<file path="src/rtl/ram_word_writer.sv">
// Write-side master for the 32x8 RAM: splits 32-bit words into four
// little-endian byte writes, and can fill the whole memory with a ramp.
module ram_word_writer #(
   parameter int DATA_WIDTH = 8,
   parameter int ADDR_WIDTH = 5
) (
   input  logic                    clk,
   input  logic                    reset_n,
   input  logic                    in_valid,
   output logic                    in_ready,
   input  logic [4*DATA_WIDTH-1:0] in_data,
   input  logic [ADDR_WIDTH-1:0]   in_addr,
   input  logic                    fill_start,
   input  logic [DATA_WIDTH-1:0]   fill_value,
   output logic                    wr_en,
   output logic [ADDR_WIDTH-1:0]   w_s,
   output logic [DATA_WIDTH-1:0]   w_d,
   output logic                    busy,
   output logic                    done
);

   localparam int DW = DATA_WIDTH;
   localparam int AW = ADDR_WIDTH;
   localparam logic [AW:0] CNT_ONE  = 1;
   localparam logic [AW:0] FILL_END = {1'b1, {AW{1'b0}}};

   typedef enum logic [1:0] {
      IDLE,
      BURST,
      FILL
   } state_t;

   state_t          state_q, state_d;
   logic [4*DW-1:0] word_q,  word_d;
   logic [AW-1:0]   base_q,  base_d;
   logic [DW-1:0]   seed_q,  seed_d;
   logic [1:0]      idx_q,   idx_d;
   logic [AW:0]     cnt_q,   cnt_d;
   logic            wr_en_d;
   logic            done_d;
   logic [AW-1:0]   w_s_d;
   logic [DW-1:0]   w_d_d;
   logic            accept;

   assign in_ready = (state_q == IDLE) & ~fill_start & reset_n;
   assign accept   = in_valid & in_ready;
   assign busy     = (state_q != IDLE);

   // Each branch emits the write for the current step directly into
   // the output registers, so the first byte appears right after accept.
   always_comb begin
      state_d = state_q;
      word_d  = word_q;
      base_d  = base_q;
      seed_d  = seed_q;
      idx_d   = idx_q;
      cnt_d   = cnt_q;
      wr_en_d = 1'b0;
      done_d  = 1'b0;
      w_s_d   = w_s;
      w_d_d   = w_d;
      unique case (state_q)
         IDLE: begin
            if (fill_start) begin
               state_d = FILL;
               seed_d  = fill_value;
               cnt_d   = CNT_ONE;
               wr_en_d = 1'b1;
               w_s_d   = '0;
               w_d_d   = fill_value;
            end else if (accept) begin
               state_d = BURST;
               word_d  = in_data;
               base_d  = {in_addr[AW-1:2], 2'b00};
               idx_d   = 2'd1;
               wr_en_d = 1'b1;
               w_s_d   = {in_addr[AW-1:2], 2'b00};
               w_d_d   = in_data[DW-1:0];
            end
         end
         BURST: begin
            // idx wraps to 0 once byte 3 has been issued
            if (idx_q == 2'd0) begin
               state_d = IDLE;
               done_d  = 1'b1;
            end else begin
               wr_en_d = 1'b1;
               w_s_d   = {base_q[AW-1:2], idx_q};
               w_d_d   = word_q[DW*idx_q +: DW];
               idx_d   = idx_q + 2'd1;
            end
         end
         FILL: begin
            if (cnt_q == FILL_END) begin
               state_d = IDLE;
               done_d  = 1'b1;
            end else begin
               wr_en_d = 1'b1;
               w_s_d   = cnt_q[AW-1:0];
               w_d_d   = seed_q + DW'(cnt_q);
               cnt_d   = cnt_q + CNT_ONE;
            end
         end
         default: state_d = IDLE;
      endcase
   end

   always_ff @(posedge clk or negedge reset_n) begin
      if (!reset_n) begin
         state_q <= IDLE;
         word_q  <= '0;
         base_q  <= '0;
         seed_q  <= '0;
         idx_q   <= '0;
         cnt_q   <= '0;
         wr_en   <= 1'b0;
         done    <= 1'b0;
         w_s     <= '0;
         w_d     <= '0;
      end else begin
         state_q <= state_d;
         word_q  <= word_d;
         base_q  <= base_d;
         seed_q  <= seed_d;
         idx_q   <= idx_d;
         cnt_q   <= cnt_d;
         wr_en   <= wr_en_d;
         done    <= done_d;
         w_s     <= w_s_d;
         w_d     <= w_d_d;
      end
   end

endmodule
</file>
<file path="config.mk">
export PLATFORM = sky130hd
export DESIGN_NAME = ram_word_writer
export DESIGN_NICKNAME = d
export VERILOG_FILES = /design/src/rtl/ram_word_writer.sv
export SDC_FILE = /design/constraint.sdc
export NUM_CORES = 1
export LEC_CHECK = 0
export ABC_AREA = 1
export ABC_CLOCK_PERIOD_IN_PS = 1500
export BUFFER_PORTS_ARGS = -buffer_cell sky130_fd_sc_hd__buf_2
export CAP_MARGIN = 20
export CORE_MARGIN = 3
export CORE_UTILIZATION = 50
export CTS_CLUSTER_SIZE = 10
export DETAILED_ROUTE_END_ITERATION = 16
export GPL_ROUTABILITY_DRIVEN = 1
export PLACE_DENSITY = 0.82
export SLEW_MARGIN = 30
export SYNTH_ARGS = -nofsm -noshare
export SYNTH_HDL_FRONTEND = slang
export SYNTH_SLANG_ARGS = --single-unit
</file>
<file path="constraint.sdc">
create_clock -name clk -period 1.5 [get_ports clk]
set_input_delay 0.225 -clock clk [delete_from_list [all_inputs] [get_ports clk]]
set_output_delay 0.225 -clock clk [all_outputs]
set_load 0.01 [all_outputs]
</file>
Yosys cells after proc, flatten, opt, wreduce, memory -nomap -nowiden
Index checks and enable logic that the tools add are counted.
Widths: inputs -> output; s select.
- bits in writable memories: 0
- word-level logic and storage cells: 70
- memories: 0
- bits in latches: 0
- output and inout bits: 17
- register bits after elaboration: 68
- input bits: 49
- ROM bits: 0
- muxes and demuxes: 29
- multiply operators: 0
- bitwise logic cells: 4
- divide/modulo/power cells: 0
- shift operators: 1
- reductions and logical operators: 12
- add/subtract/negate cells: 3
- $lt $le $gt $ge: 0
- equal/unequal tests: 11
- operators with widths (kind ; count):
    $mux 8 ; 4
    $shiftx 32x6->8 ; 1
    $pmux 8 s3 ; 1
    $mux 5 ; 4
    $pmux 5 s3 ; 1
    $ne 2x2->1 const B ; 7
    $mux 2 ; 6
    $mux 6 ; 2
    $pmux 6 s2 ; 1
    $reduce_and 3->1 ; 3
    $add 8x6->8 ; 1
    $reduce_and 4->1 ; 2
    $add 6x1->6 const B ; 1
    $eq 6x6->1 const B ; 1
    $mux 1 ; 6
    $pmux 2 s3 ; 1
    $reduce_bool 2->1 ; 3
    $logic_not 2->1 ; 2
    $pmux 2 s2 ; 1
    $and 1x1->1 ; 3
    $ne 3x3->1 const B ; 1
    $pmux 1 s3 ; 1
    $reduce_bool 3->1 ; 1
    $add 2x1->2 const B ; 1
    5 further kinds ; 5

Longest topological paths before layout
Gate-level depths: netlist of the first run.
- depth in word-level cells: 7
- depth in mapped cells: 12
- depth with buffers taken out: 12

Worst setup path before layout of the first run
Ideal clock, no wire load.
- path kind: reg-to-reg
- start: register cnt_q[0]
- end: register w_d[4]
- slack: -0.140 ns
- path buffers: 0
- cell stages (with the launch flop): 10
- arrival: 1.524 ns
- library setup time: 0.116 ns
- period minus slack after synthesis: 1.640 ns
- data required time: 1.384 ns
- path through: dfrtp_1 ha_1 fa_1 nand2_1 nand2_1 a21o_1 nand3_1 nand3_1 nand2_1 nand2_1
- cells in the longest elaborated chain, start to end: 3
- elaborated cells between the ends (all ways): 6
- those cells by class: add/sub: 1; eq/ne: 2; mux: 2; reduce/logical: 1
- RTL lines (element ; line ; text):
    start, declared ; 38 ; logic [AW:0] cnt_q, cnt_d;
    start signal, assigned ; 126 ; cnt_q <= cnt_d;
    $add 8x6->8 or $eq 6x6->1 (tied branches) ; 100, 94 ;
    $mux 8 or $ne 2x2->1 (tied branches) ; n/a ;
    $pmux 8 s3 or $reduce_and 4->1 (tied branches) ; n/a ;
    end signal, assigned ; 130 ; w_d <= w_d_d;
    end, declared ; 17 ; output logic [DATA_WIDTH-1:0] w_d,
Several ways; a longest one is shown, not always the timed one. The select of a mux whose other input is x is not followed.
A chain may end at the register's enable or synchronous reset.

Final worst setup path of the first run
- start: register state_q[0]
- end: register word_q[13]
- cells in the longest elaborated chain, start to end: 5
- RTL lines (element ; line ; text):
    start, declared ; 33 ; state_t state_q, state_d;
    start signal, assigned ; 121 ; state_q <= state_d;
    $logic_not 2->1 * ; 45, 62 ;
    $and 1x1->1 (2 in series) ; 45 ; assign in_ready = (state_q == IDLE) & ~fill_start & reset_n;
    $and 1x1->1 ; 46 ; assign accept = in_valid & in_ready;
    $reduce_and 3->1 (no line) * ; n/a ;
    end signal, assigned ; 122 ; word_q <= word_d;
    end, declared ; 34 ; logic [4*DW-1:0] word_q, word_d;
Every way passes the cells marked *; elsewhere a longest branch is shown, timed or not.

==> results of run 1 <==
[flip-flops by register name (all words and copies together) (netlist names), 2 cells and up]
signal,cells
w_d,8
word_q,32
cnt_q,6
seed_q,8
base_q,3
idx_q,2
state_q,2
w_s,5
[layer usage]
layer | GRT usage, % | wire [µm] | up-vias
li1 | - | - | 1696
met1 | 32.0 | 4290 | 1719
met3 | 5.58 | 815 | 45
met2 | 39.8 | 5160 | 188
met4 | 8.79 | 377 | 0
met5 | 0 | 0 | -
[worst max-delay path by stage]
stage / endpoint / slack (ps) / cells past startpoint
after floorplan: w_d[4] / -70 / 9
after global placement: w_d[6] / -70 / 10
after detailed placement: state_q[1] / -140 / 9
after CTS: in_ready / -150 / 5
after global routing: w_d[6] / -320 / 11
final: word_q[13] / -180 / 8
[logic make-up after synthesis]
| kind of cell | after synthesis | synth area share, % |
|---|---|---|
| DFF | 68 | 45.9 |
| buffers and inverters | 69 | 8.31 |
| AOI/OAI and AO/OA | 82 | 11.8 |
| xor gates and xnor gates | 2 | 0.473 |
| adders and majority gates | 14 | 4.93 |
| and+or+nand+nor | 206 | 23.2 |
| muxes | 17 | 5.37 |
[stage by stage]
| step | setup slack (ps) | total power [mW] |
|---|---|---|
| after floorplan | -66.9 | 5.87 |
| after global placement | -69.5 | 7.21 |
| after detailed placement | -141 | 7.44 |
| after CTS | -146 | 9.40 |
| after global routing | -319 | 10.5 |
| final | -177 | 9.82 |
[synthesized netlist by cell type, types with 2 or more instances]
| cell type | n | share of area, % |
|---|---|---|
| inv_1 | 44 | 4.5 |
| a31oi_1 | 3 | 0.51 |
| xor2_1 | 2 | 0.47 |
| nand2_1 | 131 | 13 |
| o21ai_0 | 37 | 5.0 |
| clkbuf_1 | 7 | 0.71 |
| mux2_2 | 15 | 4.6 |
| nand3_1 | 33 | 4.5 |
| buf_6 | 5 | 1.5 |
| nand3b_1 | 2 | 0.41 |
| or2_2 | 2 | 0.34 |
| nor2_1 | 30 | 3.0 |
| ha_1 | 13 | 4.4 |
| mux2_4 | 2 | 0.81 |
| o211ai_1 | 3 | 0.61 |
| dfrtp_1 | 68 | 46 |
| nor2_4 | 2 | 0.61 |
| buf_2 | 9 | 1.2 |
| nand4_1 | 4 | 0.68 |
| o21ai_1 | 2 | 0.27 |
| inv_2 | 3 | 0.30 |
| a21oi_1 | 33 | 4.5 |
[power groups by stage]
stage / logic, mW / clock network (mW) / registers [mW]
global placement: 4.08 / 0 / 3.13
global route: 5.47 / 1.82 / 3.26
CTS: 4.52 / 1.73 / 3.15
finish: 4.93 / 1.72 / 3.17
detailed placement: 4.27 / 0 / 3.17
floorplan: 2.71 / 0 / 3.16
[critical path, cell delays in order, from the launching register on]
cell,delay [ps]
dfrtp_1,410
inv_2,110
ha_4,160
inv_4,40
nor2_4,110
nand3_4,110
buf_4,190
clkbuf_16,170
mux2_2,270
[final cells by class]
| class | count | area [µm²] | area share [%] |
|---|---|---|---|
| clock inverters | 6 | 87.6 | 1.80 |
| flip-flops and latches | 68 | 1700 | 35.0 |
| multi-input cells | 321 | 1840 | 38.0 |
| repair buffers | 109 | 763 | 15.7 |
| repair inverters | 1 | 7.51 | 0.155 |
| inverters | 48 | 193 | 3.97 |
| clock buffers | 10 | 138 | 2.83 |
| well taps | 96 | 120 | 2.47 |
| diodes | 1 | 2.50 | 0.0515 |
[what timing repair did]
action                     CTS  global route
setup endpoints to repair   40            62
pin swaps                    1             2
resized for setup           20            34
gates cloned                 1             5
setup buffers                0             3
==> impl.org, run 1 <==
** STA
- Clock Skews :: 8.37 ps
- Slew Limit Fails :: 0
- Setup repair after global routing could not meet its margin everywhere.
- Hold WS :: 96.2 ps
- Relative slew slack :: 42.8%
- Slew at the pin closest to its max-slew limit :: 858 ps
- Total setup violations reported at the end of the flow :: 54
- Once routing completed, OpenROAD measured the worst setup slack at -177 ps.
- Share of the clock period used by the worst path after layout :: 112%
- Total Neg Setup Slack :: -4250 ps
- Post-layout min period :: 1680 ps
- The number of endpoints with negative hold slack in the final report came to 0.
- Max Fclk :: 596 MHz

** Global route
- Wire length of the first global-routing pass :: 16500 µm
- Antenna violations before repair :: 0
- Overall routing resource usage :: 24.4%
- Via count of the first global-routing pass :: 3527
- Entering global routing, the biggest net connects 69 pins.
- Global routing finished with a remaining overflow of 0.

** Pwr
- Max VDD drop :: 0.922 mV
- Net switching is 40.7% of the power.
- Per report_power, the clock group accounts for 17.5% of the total.
- Power per standard cell area :: 2020 mW/mm²
- The internal power of the cells totals 5.82 mW.
- Registers are responsible for 32.3% of the overall power.
- In this run the power spent charging and discharging nets is 4.00 mW.
- Combinational group share of total power :: 50.2%
- Static leakage :: 2.50 nW

** Floorplan
- Chip height :: 92.1 µm
- Initial standard-cell utilization of the core :: 53.1%
- The die covers 0.00848 mm².
- Number of core rows :: 30
- Total core area :: 0.00698 mm²
- I/O pin cnt :: 66
- The die is 92.1 µm wide.

** Placement
- After detailed placement, the total cell area comes to 0.00435 mm².
- HPWL after detailed placement :: 6910 µm
- Port Buffer Count :: 63
- Cell Count Post-Placement :: 634
- Routability-driven placement finished with a final weighted congestion of 0.912.

** Synth
- YS warnings :: 0
- Count of mapped cells out of synthesis :: 458
- A synthesized cell averages 8.09 µm².
- Sequential share of the synthesized area :: 45.9%
- In this run the cell area of the synthesized design comes to 0.00371 mm².
- Unique masters post-synth :: 30
- Post-synth top flop :: dfrtp_1
- EDFF count, synth :: 0
- Net Count, Synth :: 521
- In the synthesized netlist the async set-or-reset flop fraction comes to 100%.
- Register bit count reported by yosys :: 68

** Cells and area
- Fraction of layout instances using a drive strength above 1 :: 33.4%
- Post-route design area :: 0.00486 mm²
- The finished layout holds 660 standard cells, fillers aside.
- After filler insertion, the fill cell instance count of the layout stands at 523.
- Cells fill 69.6% of the core in the end.
- Most used cells in the layout excluding fill and tap cells :: nand2_1, dfrtp_1, buf_2
- Commonest non-fill, non-tap cell in the layout :: nand2_1
- Compared with the post-synthesis result, the final layout area differs by 31.1%.
- Nets :: 621

** Setup path
- The worst setup path is of the reg -> reg kind.
- Endpoint kind of the worst setup timing path :: flop
- The worst register-to-register path has a setup slack of -180 ps.
- Data on the critical path arrives at its endpoint at 1920 ps.
- The worst register-to-register path begins at state_q[0].
- The critical path starts at state_q[0].
- Along the worst path, the maximum fanout reaches 7.
- Number of cells on the worst reg-to-reg path :: 8
- At the worst endpoint, the required time is 1740 ps.
- The endpoint identified for the worst register-to-register timing path is word_q[13].
- Category of the worst setup path launch point :: flop

** Route
- For this block, the via count after detailed routing is 3648.
- Number of detailed-routing iterations run before antenna repair :: 5
- The detail route stage leaves a number of antenna-violating nets equal to 0.
- Routed length per placed instance :: 16.1 µm
- After the first detailed-routing iteration, the DRC count stood at 323.
- The final layout contains routed wiring with a total length of 10600 µm.
- DRC violations left :: 0
- After detailed routing, the number of vias per cell comes to 5.53.

** Clock tree
- After clock tree synthesis, the flow added hold-fix buffers numbering 0.
- The clock tree synthesis step divided the H-tree into 3 levels.
- Root Buffer :: clkbuf_8
- CTS tree :: yes
- Clock Pin Slew Worst Setup and Hold Paths :: 80 ps
- Number of buffers inserted during clock tree synthesis :: 9
- Later-pin clock latency in the skew report :: 360 ps
- Num Clock Sinks :: 68
- The clock passes through at most 2 buffers.

** Outcome
- The checks that failed: negative setup slack.
- Status :: complete, but fails checks

** Hold path
- Hold path startpoint :: in_data[20]
- The worst hold path was traced through 2 stages.
- The tightest min-delay check is of the in -> reg type.
- Min-Delay Endpoint :: word_q[20]

** Run
- Number of violations of the max-capacitance limit :: 0
No activity file was read; power rests on OpenSTA's default activity.
==> inputs of run 2 (changes only) <==
- CORE_UTILIZATION: 50 -> 51
- PLACE_DENSITY: 0.82 -> 0.84
==> run 2 against run 1 <==
  * The flow still finishes with violations (negative setup slack)
  * Global-route usage is essentially flat
  * Sequential cell count is the same
  * First-iteration DRC count grew 5.9%
  * Clock power shrank 13%
  * Setup slack lost 8.3 ps
  * Non-clock buffer count grew 1
  * Cell area shrank 0.57%
  * Largest power group unchanged
  * Routed wire length shrank 4.3%
  * Cell count is the same
==> impl.org, run 2 (same netlist as run 1, synthesis figures left out) <==
** Route
- For this run, design rule violations remaining after detail routing come to 0.
- Vias per inst :: 5.42
- The routed design has 10200 µm of wire.
- In this run the remaining antenna-violating nets after routing total 0.
- Number of DRC markers in iteration 0 :: 342
- After detailed routing, the average wire length per cell comes to 15.4 µm.
- Overall via count from detail_route :: 3578
- The pre-antenna-repair detailed-routing pass consisted of 5 iterations.

** Global route
- Wire length of the first global-routing pass :: 16200 µm
- Overflow left after global routing :: 0
- Largest net degree at the start of global routing :: 69
- Antenna violations before repair :: 0
- The number of global-route vias before repair came to 3498.
- Overall routing resource usage :: 24.4%

** Setup path
- Endpoint kind of the worst setup timing path :: flop
- Worst Setup Path Type :: reg -> reg
- The worst register-to-register path begins at cnt_q[0].
- Most Frequent Cell on Critical Path :: nand2_1
- The critical path goes through ha_2, fa_2, nand2_2, nand2_2, nand3b_1, nand2_1, nand2_1, nand3_1, nand2_1, nand2_1, nand2_1.
- Endpoint of the most critical setup path :: w_d[6]
- The worst register-to-register path has a setup slack of -190 ps.
- The worst setup path is launched from a flop.
- Slowest stage cell, crit path :: dfrtp_1
- Data on the critical path arrives at its endpoint at 1990 ps.
- Worst endpoint required time :: 1800 ps
- Of all nets on the critical path, the largest fanout is 3.
- RR Endpoint :: w_d[6]
- Start point of the critical path :: cnt_q[0]
- Measured in cells, the most critical reg-to-reg path has a length of 11.
- On the worst path, the slowest cell contributes a delay of 400 ps.

** Outcome
- Failing checks :: negative setup slack
- The flow ran to the end, but the final reports show violations.

** STA
- Max Fclk :: 593 MHz
- In this run the tightest slew margin relative to its limit is 43.2%.
- After layout, the worst setup slack is -185 ps.
- The number of endpoints with negative hold slack in the final report came to 0.
- Total setup violations reported at the end of the flow :: 26
- Slew Limit Fails :: 0
- The smallest clock period supported by the final layout is computed as 1690 ps.
- Dividing the final minimum period by the clock period gives 112%.
- Unrepaired setup endpoints after global routing :: true
- Between clock sinks in the finished design, the worst skew comes to 11.9 ps.
- For the pin with the worst max-slew slack, the measured transition is 852 ps.

** Floorplan
- Measured along the y axis, the die boundary spans 91.2 µm.
- In this run the count of I/O pins placed on the die edge is 66.
- Initial standard-cell utilization of the core :: 53.7%
- Overall die area :: 0.00833 mm²
- The floorplan step defined a core boundary enclosing 0.00691 mm².
- Number of core rows :: 30
- In this run the horizontal extent of the chip is 91.2 µm.

** Cells and area
- Counting flops per register, the top entry is word_q.
- Most used cells in the layout excluding fill and tap cells :: nand2_1, dfrtp_1, buf_2
- Nets :: 622
- The largest registers in the layout are word_q (32), seed_q (8), w_d (8).
- The area growth from synthesis to layout is 30.3%.
- Max reg flops :: 32
- Footprint of the multi-input gates :: 0.00189 mm²
- Summing all flip-flop and latch instances after layout gives 0.00170 mm².
- Number of filler cells placed in the layout :: 530
- The post-route netlist has 33.7% of its cells at a drive strength greater than 1.
- The repair_antennas step left the layout with diodes totalling 0.
- Post-route insts no fill :: 660
- Cells fill 69.9% of the core in the end.
- Commonest non-fill, non-tap cell in the layout :: nand2_1

** Pwr
- Net switching is 41.7% of the power.
- The share of total power dissipated in the clock network is 15.4%.
- Combinational group share of total power :: 51.8%
- Part of the power in registers :: 32.8%
- Power spread over the standard cell area amounts to 2010 mW/mm².
- Static leakage :: 2.48 nW
- Across the VDD grid, the largest voltage drop is 0.979 mV.
- The internal portion of the total power is 5.67 mW.
- In this run the power spent charging and discharging nets is 4.05 mW.

** Clock tree
- CTS tree :: yes
- Number of buffers inserted during clock tree synthesis :: 9
- In this run the number of H-tree levels came out at 3.
- Hold_buf cts :: 0
- Num Clock Sinks :: 68
- Later-pin clock latency in the skew report :: 360 ps
- The clock passes through at most 2 buffers.
- Clock Pin Slew Worst Setup and Hold Paths :: 80 ps
- CTS placed an instance of clkbuf_8 at the clock tree root.

** Placement
- At the end of routability-driven placement, the weighted congestion stood at 0.909.
- The count of buffers added on input and output ports is 63.
- The HPWL after detailed placement is 6940 µm.
- The number of placed instances, taps included, is 635.
- Setup WS pre-CTS :: -162 ps

** Hold path
- The min-delay analysis places its worst path in the category in -> reg.
- In this run the most critical hold path is launched from fill_value[4].

** Run
- Across the run, the number of max-cap violations was 0.
## run 2: cell count changes in the layout (fill, tap and decap cells not counted), sizes merged
| cell | change |
|---|---|
| clkinv | +1 |
| diode | -1 |
| clkbuf | -1 |
| buf | +2 |
| inv | +2 |
| bufinv | -1 |
| clkinvlp | -2 |
## run 2: power groups by stage
| stage | clock network [mW] | registers (mW) | logic, mW |
|---|---|---|---|
| after floorplan | 0 | 3.16 | 2.71 |
| after global placement | 0 | 3.12 | 4.04 |
| after detailed placement | 0 | 3.17 | 4.24 |
| after CTS | 1.51 | 3.14 | 4.58 |
| after global routing | 1.59 | 3.28 | 5.54 |
| final | 1.50 | 3.18 | 5.03 |
## run 2: worst max-delay path, delay by kind of cell, from the launching register on
family                     cells  cell delay [ps]
DFF                            1              400
and+or+nand+nor                9              650
adders and majority gates      2              580
## run 2: routing by layer
layer	vias up	routed length [µm]	part of all wire, %	global-route usage (%)
met5	-	0	0	0
li1	1692	-	-	-
met1	1689	4120	40	30.5
met4	0	286	2.8	11.2
met2	166	5030	49	40.9
met3	31	751	7.4	4.72
## run 2: through the flow
step | hold slack [ps] | TNS [ps] | total power [mW] | area [µm²]
2_1_floorplan | -70.6 | -223 | 5.87 | 3730
3_3_place_gp | 451 | -608 | 7.16 | 4350
3_5_place_dp | 460 | -2920 | 7.41 | 4350
4_1_cts | 81.4 | -1630 | 9.23 | 4670
5_1_grt | 89.9 | -4700 | 10.4 | 4830
6_report | 89.3 | -2390 | 9.72 | 4830
## run 2: how the worst min path moves through the flow
| stage | endpoint | slack [ps] | depth (start not counted) |
|---|---|---|---|
| 6_report | seed_q[4] | 90 | 3 |
| 5_1_grt | seed_q[4] | 90 | 3 |
| 4_1_cts | word_q[21] | 80 | 2 |
| 3_5_place_dp | seed_q[4] | 460 | 3 |
| 3_3_place_gp | w_s[0] | 450 | 2 |
| 2_1_floorplan | base_q[2] | -70 | 0 |
## run 2: timing repair
| item | 4_1_cts | 5_1_grt |
|---|---|---|
| resized for setup | 29 | 35 |
| setup buffers | 4 | 4 |
| pin swaps | 7 | 11 |
| endpoints found under the hold margin | 0 | 0 |
| endpoints found under the setup margin | 45 | 51 |
| gates cloned | 2 | 0 |
## run 2: area by class of cell
class,count,share of cell area (%)
multi-input cells,321,39.1
flip-flops and latches,68,35.3
clock buffers,10,2.64
clock inverters,6,1.32
repair buffers,110,15.0
well taps,96,2.49
repair inverters,1,0.155
inverters,48,4.02
